--- config.mk ---
export PLATFORM = sky130hd
export DESIGN_NAME = pipe_stage_reg
export DESIGN_NICKNAME = d
export VERILOG_FILES = /design/src/rtl/pipe_pkg.sv /design/src/rtl/pipe_skid_slot.sv /design/src/rtl/pipe_stage_reg.sv
export SDC_FILE = /design/constraint.sdc
export NUM_CORES = 1
export LEC_CHECK = 0
export BUFFER_PORTS_ARGS = -buffer_cell sky130_fd_sc_hd__buf_2
export CAP_MARGIN = 30
export CORE_ASPECT_RATIO = 1.4
export CORE_MARGIN = 3
export CORE_UTILIZATION = 48
export CTS_CLUSTER_SIZE = 28
export DETAILED_ROUTE_END_ITERATION = 6
export PLACE_DENSITY = 0.84
export SLEW_MARGIN = 0
export SYNTH_ARGS = -nofsm -noshare
export SYNTH_HDL_FRONTEND = slang
export SYNTH_SLANG_ARGS = --single-unit
--- constraint.sdc ---
create_clock -name clk -period 11 [get_ports clk]
set_input_delay 2.2 -clock clk [delete_from_list [all_inputs] [get_ports clk]]
set_output_delay 2.2 -clock clk [all_outputs]
set_load 0.03 [all_outputs]
--- src/rtl/pipe_pkg.sv ---
// Shared definitions for the pipeline stage registers: control bundle
// width, bit positions inside the bundle and the all-zero NOP bundle.
package pipe_pkg;

  localparam int CTRL_W = 9;

  localparam int CTRL_REGDST   = 0;
  localparam int CTRL_ALUSRC   = 1;
  localparam int CTRL_MEMTOREG = 2;
  localparam int CTRL_REGWRITE = 3;
  localparam int CTRL_MEMREAD  = 4;
  localparam int CTRL_MEMWRITE = 5;
  localparam int CTRL_BRANCH   = 6;
  localparam int CTRL_ALUOP_LO = 7;
  localparam int CTRL_ALUOP_HI = 8;

  localparam logic [CTRL_W-1:0] CTRL_NOP = '0;

endpackage

--- src/rtl/pipe_skid_slot.sv ---
// One holding slot of a pipeline stage: PC, payload and control plus a
// valid flag. Control is forced to NOP whenever the slot is empty so a
// bubble can never carry stray write/branch enables downstream.
module pipe_skid_slot
  import pipe_pkg::*;
#(
  parameter int PC_W   = 32,
  parameter int DATA_W = 96,
  parameter int CTRL_W = pipe_pkg::CTRL_W
) (
  input  logic              clk,
  input  logic              rst,
  input  logic              clr,
  input  logic              load,
  input  logic              hold,
  input  logic [PC_W-1:0]   d_pc,
  input  logic [DATA_W-1:0] d_data,
  input  logic [CTRL_W-1:0] d_ctrl,
  output logic              vld,
  output logic [PC_W-1:0]   pc,
  output logic [DATA_W-1:0] data,
  output logic [CTRL_W-1:0] ctrl
);

  localparam logic [CTRL_W-1:0] NOP = CTRL_W'(CTRL_NOP);

  logic              vld_p1;
  logic [PC_W-1:0]   pc_p1;
  logic [DATA_W-1:0] data_p1;
  logic [CTRL_W-1:0] ctrl_p1;

  // Slot register: clear beats load, load beats hold, otherwise empty out.
  // PC and payload keep their last value when the slot empties.
  always_ff @(posedge clk or posedge rst) begin
    if (rst) begin
      vld_p1  <= 1'b0;
      pc_p1   <= '0;
      data_p1 <= '0;
      ctrl_p1 <= NOP;
    end else if (clr) begin
      vld_p1  <= 1'b0;
      ctrl_p1 <= NOP;
    end else if (load) begin
      vld_p1  <= 1'b1;
      pc_p1   <= d_pc;
      data_p1 <= d_data;
      ctrl_p1 <= d_ctrl;
    end else if (!hold) begin
      vld_p1  <= 1'b0;
      ctrl_p1 <= NOP;
    end
  end

  assign vld  = vld_p1;
  assign pc   = pc_p1;
  assign data = data_p1;
  assign ctrl = ctrl_p1;

endmodule

--- src/rtl/pipe_stage_reg.sv ---
// Generic valid/ready pipeline stage register (IF/ID, ID/EX, ...).
// SKID=1 adds a second slot so in_ready comes straight from a flop while
// still sustaining one beat per cycle. Flush squashes everything held and
// the beat arriving that cycle. Saturating stall/flush counters aid debug.
module pipe_stage_reg
  import pipe_pkg::*;
#(
  parameter int PC_W   = 32,
  parameter int DATA_W = 96,
  parameter int CTRL_W = pipe_pkg::CTRL_W,
  parameter int SKID   = 1,
  parameter int CNT_W  = 16
) (
  input  logic              clk,
  input  logic              rst,
  input  logic              flush,
  input  logic              in_valid,
  output logic              in_ready,
  input  logic [PC_W-1:0]   in_pc,
  input  logic [DATA_W-1:0] in_data,
  input  logic [CTRL_W-1:0] in_ctrl,
  output logic              out_valid,
  input  logic              out_ready,
  output logic [PC_W-1:0]   out_pc,
  output logic [DATA_W-1:0] out_data,
  output logic [CTRL_W-1:0] out_ctrl,
  output logic [CNT_W-1:0]  stall_cnt,
  output logic [CNT_W-1:0]  flush_cnt
);

  function automatic logic [CNT_W-1:0] sat_inc(input logic [CNT_W-1:0] v);
    return (&v) ? v : v + 1'b1;
  endfunction

  logic              in_fire;
  logic              main_vld;
  logic              main_free;
  logic              main_load;
  logic              skid_vld;
  logic [PC_W-1:0]   skid_pc;
  logic [DATA_W-1:0] skid_data;
  logic [CTRL_W-1:0] skid_ctrl;
  logic [PC_W-1:0]   main_pc_d;
  logic [DATA_W-1:0] main_data_d;
  logic [CTRL_W-1:0] main_ctrl_d;

  // Main slot can take a new beat if it is empty or its beat leaves now.
  assign main_free = ~main_vld | out_ready;
  assign in_fire   = in_valid & in_ready;

  generate
    if (SKID != 0) begin : g_skid
      assign in_ready  = ~skid_vld;
      // A parked skid beat is older than anything upstream, so it goes first.
      assign main_load = main_free & (skid_vld | in_fire);

      pipe_skid_slot #(
        .PC_W  (PC_W),
        .DATA_W(DATA_W),
        .CTRL_W(CTRL_W)
      ) u_skid (
        .clk   (clk),
        .rst   (rst),
        .clr   (flush),
        .load  (in_fire & ~main_free),
        .hold  (~main_free),
        .d_pc  (in_pc),
        .d_data(in_data),
        .d_ctrl(in_ctrl),
        .vld   (skid_vld),
        .pc    (skid_pc),
        .data  (skid_data),
        .ctrl  (skid_ctrl)
      );
    end else begin : g_noskid
      assign in_ready  = main_free;
      assign main_load = in_fire;
      assign skid_vld  = 1'b0;
      assign skid_pc   = '0;
      assign skid_data = '0;
      assign skid_ctrl = '0;
    end
  endgenerate

  assign main_pc_d   = skid_vld ? skid_pc   : in_pc;
  assign main_data_d = skid_vld ? skid_data : in_data;
  assign main_ctrl_d = skid_vld ? skid_ctrl : in_ctrl;

  pipe_skid_slot #(
    .PC_W  (PC_W),
    .DATA_W(DATA_W),
    .CTRL_W(CTRL_W)
  ) u_main (
    .clk   (clk),
    .rst   (rst),
    .clr   (flush),
    .load  (main_load),
    .hold  (~out_ready),
    .d_pc  (main_pc_d),
    .d_data(main_data_d),
    .d_ctrl(main_ctrl_d),
    .vld   (main_vld),
    .pc    (out_pc),
    .data  (out_data),
    .ctrl  (out_ctrl)
  );

  assign out_valid = main_vld;

  // Perf counters: stalled cycles and flushes that actually squashed a beat.
  always_ff @(posedge clk or posedge rst) begin
    if (rst) begin
      stall_cnt <= '0;
      flush_cnt <= '0;
    end else begin
      if (main_vld && !out_ready && !flush) stall_cnt <= sat_inc(stall_cnt);
      if (flush && (main_vld || skid_vld || in_fire)) flush_cnt <= sat_inc(flush_cnt);
    end
  end

endmodule

==> impl.org <==
** Timing
- The worst path meets setup with 7010 ps of slack.
- Final Slew Violations :: 0
- Total negative slack for setup checks :: 0 ps
- Minimum clock period :: 3990 ps
- Headroom to the max-slew limit came out at 35.3%.
- For the pin with the worst max-slew slack, the measured transition is 971 ps.
- Hold Fails Final Rpt :: 0
- Post-Route Skew :: 8.79 ps
- Final setup violating endpoints :: 0
- Across all hold checks on the routed design, the worst slack comes to 477 ps.
- Dividing the final minimum period by the clock period gives 36.3%.
- Setup repair after global routing missed its margin :: false
- Derived from the worst setup path, the maximum achievable clock frequency is 250 MHz.

** Layout
- Cells with a size suffix above 1 make up 38.2% of the layout.
- Non-filler instance count after layout :: 1,727
- Leaving out fill and tap cells, the most frequent cell in the layout is buf_2.
- Once layout is complete, the utilization of the core stands at 60.7%.
- Final design area excluding fillers :: 16,000 um2
- Counting the fill cells in the layout gives 2,032.
- Top library cells by usage in the layout, fill and taps aside :: buf_2 (312), dfrtp_1 (307), nand2_1 (149)
- Area added between synthesis and finish :: 23.2%
- Count of nets after finishing :: 1,478

** Place
- Input and output buffers added on the ports amount to 312.
- Routability-driven placement finished with a final weighted congestion of 0.829.
- Placed cell area :: 14,800 um2
- Pre-CTS WS :: 6320 ps
- Post-detailed-placement half-perimeter wirelength :: 20,200 um
- Placed Cells :: 1,660

** Setup path
- Traced cell by cell, the critical path runs through inv_1, buf_2.
- STA classifies the critical path startpoint as a register.
- Of all nets on the critical path, the largest fanout is 36.
- Delay of the slowest cell on the worst path :: 830 ps
- The critical path is of the register to output port type.
- The worst setup path is captured at an output port.
- STA puts the critical path data arrival time at 1790 ps.
- Required time at the worst-slack endpoint :: 8800 ps
- CP max stage cell :: dfrtp_4

** Global route
- Via count of the first global-routing pass :: 9,533
- The first global-routing pass estimated 49,000 um of wire.
- Entering global routing, the biggest net connects 173 pins.
- After global routing the overflow that remains totals 0.
- The number of antenna violations at the first check in global routing was 10.
- Global routing used 20.2% of the available tracks.

** Synth
- In this run, distinct cell masters in the synthesized netlist total 44.
- Number of warnings issued by yosys :: 0
- In the synthesized netlist the async set-or-reset flop fraction comes to 100%.
- Synthesis produced a netlist whose cell count is 1,042.
- Total of flip-flops plus latches after synthesis :: 308
- Post-synthesis sequential area ratio :: 59.3%
- Average footprint of a synthesized cell :: 12.5 um2
- In this run the cell area of the synthesized design comes to 13,000 um2.
- Number of flops mapped to enable cells by yosys :: 0
- Net count of the mapped netlist :: 1,186
- For this run, the leading register cell type out of synthesis is dfrtp_1.

** Power
- Of the total power, combinational logic draws 20.3%.
- Registers are responsible for 45.6% of the overall power.
- The analysis attributes to net switching a power of 0.990 mW.
- Power density over the cells :: 207 nW/um2
- Int Power :: 2.32 mW
- Proportion of total power due to net switching :: 29.9%
- Summed over all cells, the static leakage comes to 7.52 nW.
- The worst-case IR drop observed on VDD is 0.172 mV.
- Total power :: 3.31 mW
- The share of total power dissipated in the clock network is 34.1%.

** Floorplanning
- DIE WIDTH :: 145 um
- In this run the count of I/O pins placed on the die edge is 313.
- The die covers 29,100 um2.
- Starting utilization of the core area :: 49.3%
- In this run the core area contains 70 standard-cell rows.
- Die boundary height :: 201 um
- Area of the core :: 26,400 um2

** Clocking
- Num Clock Sinks :: 308
- CTS tree :: built
- The number of hold buffers added after CTS was 0.
- Clk Latency, worst-skew pair :: 550 ps
- Clock Path Buffers :: 3
- In this run the number of H-tree levels came out at 1.
- Post-CTS repair changed the size of 0 cells.
- Clock-pin slew was measured on the worst setup and hold paths at 60 ps.
- Post-CTS setup buffer count :: 0
- The tree is rooted in a clkbuf_16.
- TritonCTS created 30 clock buffers.

** Routing
- After detailed routing, the number of vias per cell comes to 5.24.
- The final layout contains routed wiring with a total length of 30,100 um.
- In this run, the number of DRC markers left after iteration 0 of detailed routing was 415.
- Antenna viol nets, final :: 0
- The pre-antenna-repair detailed-routing pass consisted of 6 iterations.
- Dividing the detail-routed wire length by the instance count gives 17.4 um.
- Total number of vias :: 9,051
- DRC errors left :: 0

** Run
- Number of violations of the max-capacitance limit :: 0

** Run status
- The flow ran to the end, and the final reports show no timing, DRC or antenna violations.

** Hold path
- The path class of the tightest hold or removal check is register to register.
power by group through the flow:
stage	Clock, mW	Sequential (mW)	Combinational, mW
2_1_floorplan	0	1.69	0.274
3_3_place_gp	0	1.51	0.646
3_5_place_dp	0	1.53	0.675
4_1_cts	1.16	1.51	0.677
5_1_grt	1.21	1.54	0.727
6_report	1.13	1.51	0.672
state kept, by name (all words and copies together), names as in the netlist:
name and flops:
u_main.data 96, g_skid.u_skid.vld 1, u_main.vld 1, stall_cnt 16, u_main.ctrl 9, flush_cnt 16, g_skid.u_skid.data 96, u_main.pc 32
g_skid.u_skid.ctrl 9, g_skid.u_skid.pc 32
cells by family after synthesis:
kind of cell / count (synthesis) / synth area share [%]
flip-flops: 308 / 59.3
XOR/XNOR: 26 / 1.75
adder cells (fa/ha/maj): 2 / 0.193
AND/OR/NAND/NOR: 204 / 7.14
AO/OA/AOI/OAI: 167 / 7.00
buffers and inverters: 68 / 2.74
multiplexers: 267 / 21.8
worst max-delay path: cells and delay by family, from the launching register on:
kind	cells	cell delay, ps
buffers and inverters	2	410
DFF	1	830
per-layer routing:
layer  vias up  routed length, um  track usage (%)
li1       4255                  -                -
met1      4403              11400             23.1
met2       297              15200             35.0
met3        94               1910             4.74
met4         2               1590             11.2
met5         -                 13                0
synthesized netlist by cell type, drive strengths merged (2+ instances only):
cell | instances | share of area (%)
a211oi | 4 | 0.23
a21oi | 3 | 0.12
a22o | 9 | 0.61
a31oi | 5 | 0.24
and2 | 2 | 0.096
and3 | 4 | 0.19
buf | 48 | 2.2
clkbuf | 15 | 0.43
dfrtp | 308 | 59
ha | 2 | 0.19
inv | 5 | 0.14
mux2 | 130 | 11
mux2i | 137 | 11
nand2 | 149 | 4.3
nand2b | 2 | 0.096
nand3 | 7 | 0.31
nand4 | 14 | 0.79
nor2 | 12 | 0.39
nor3 | 4 | 0.15
nor4 | 4 | 0.34
o21a | 2 | 0.12
o21ai | 139 | 5.4
xnor2 | 14 | 0.94
xor2 | 12 | 0.81
final cells by class:
cell class / count / area (um2) / share of cell area [%]
multi-input combinational: 666 / 4930 / 30.8
sequential: 308 / 7710 / 48.2
inverter: 5 / 26.3 / 0.164
antenna: 9 / 22.5 / 0.141
clock inverter: 17 / 248 / 1.55
tap: 360 / 450 / 2.82
clock buffer: 39 / 866 / 5.41
timing repair buffer: 323 / 1740 / 10.9
path summary, 6_finish.rpt:
path / start / end / slack, ps / cells after the start
min in group asynchronous: rst / u_main.data[23] / 1530 / 2
setup / recovery: g_skid.u_skid.vld / in_ready / 7010 / 2
hold reg to reg: u_main.data[40] / u_main.data[40] / 480 / 2
setup reg to reg: g_skid.u_skid.vld / g_skid.u_skid.data[53] / 8100 / 6
hold / removal: u_main.data[40] / u_main.data[40] / 480 / 2
max in group asynchronous: rst / g_skid.u_skid.data[53] / 7710 / 4
Power figures use the tool's default switching activity.
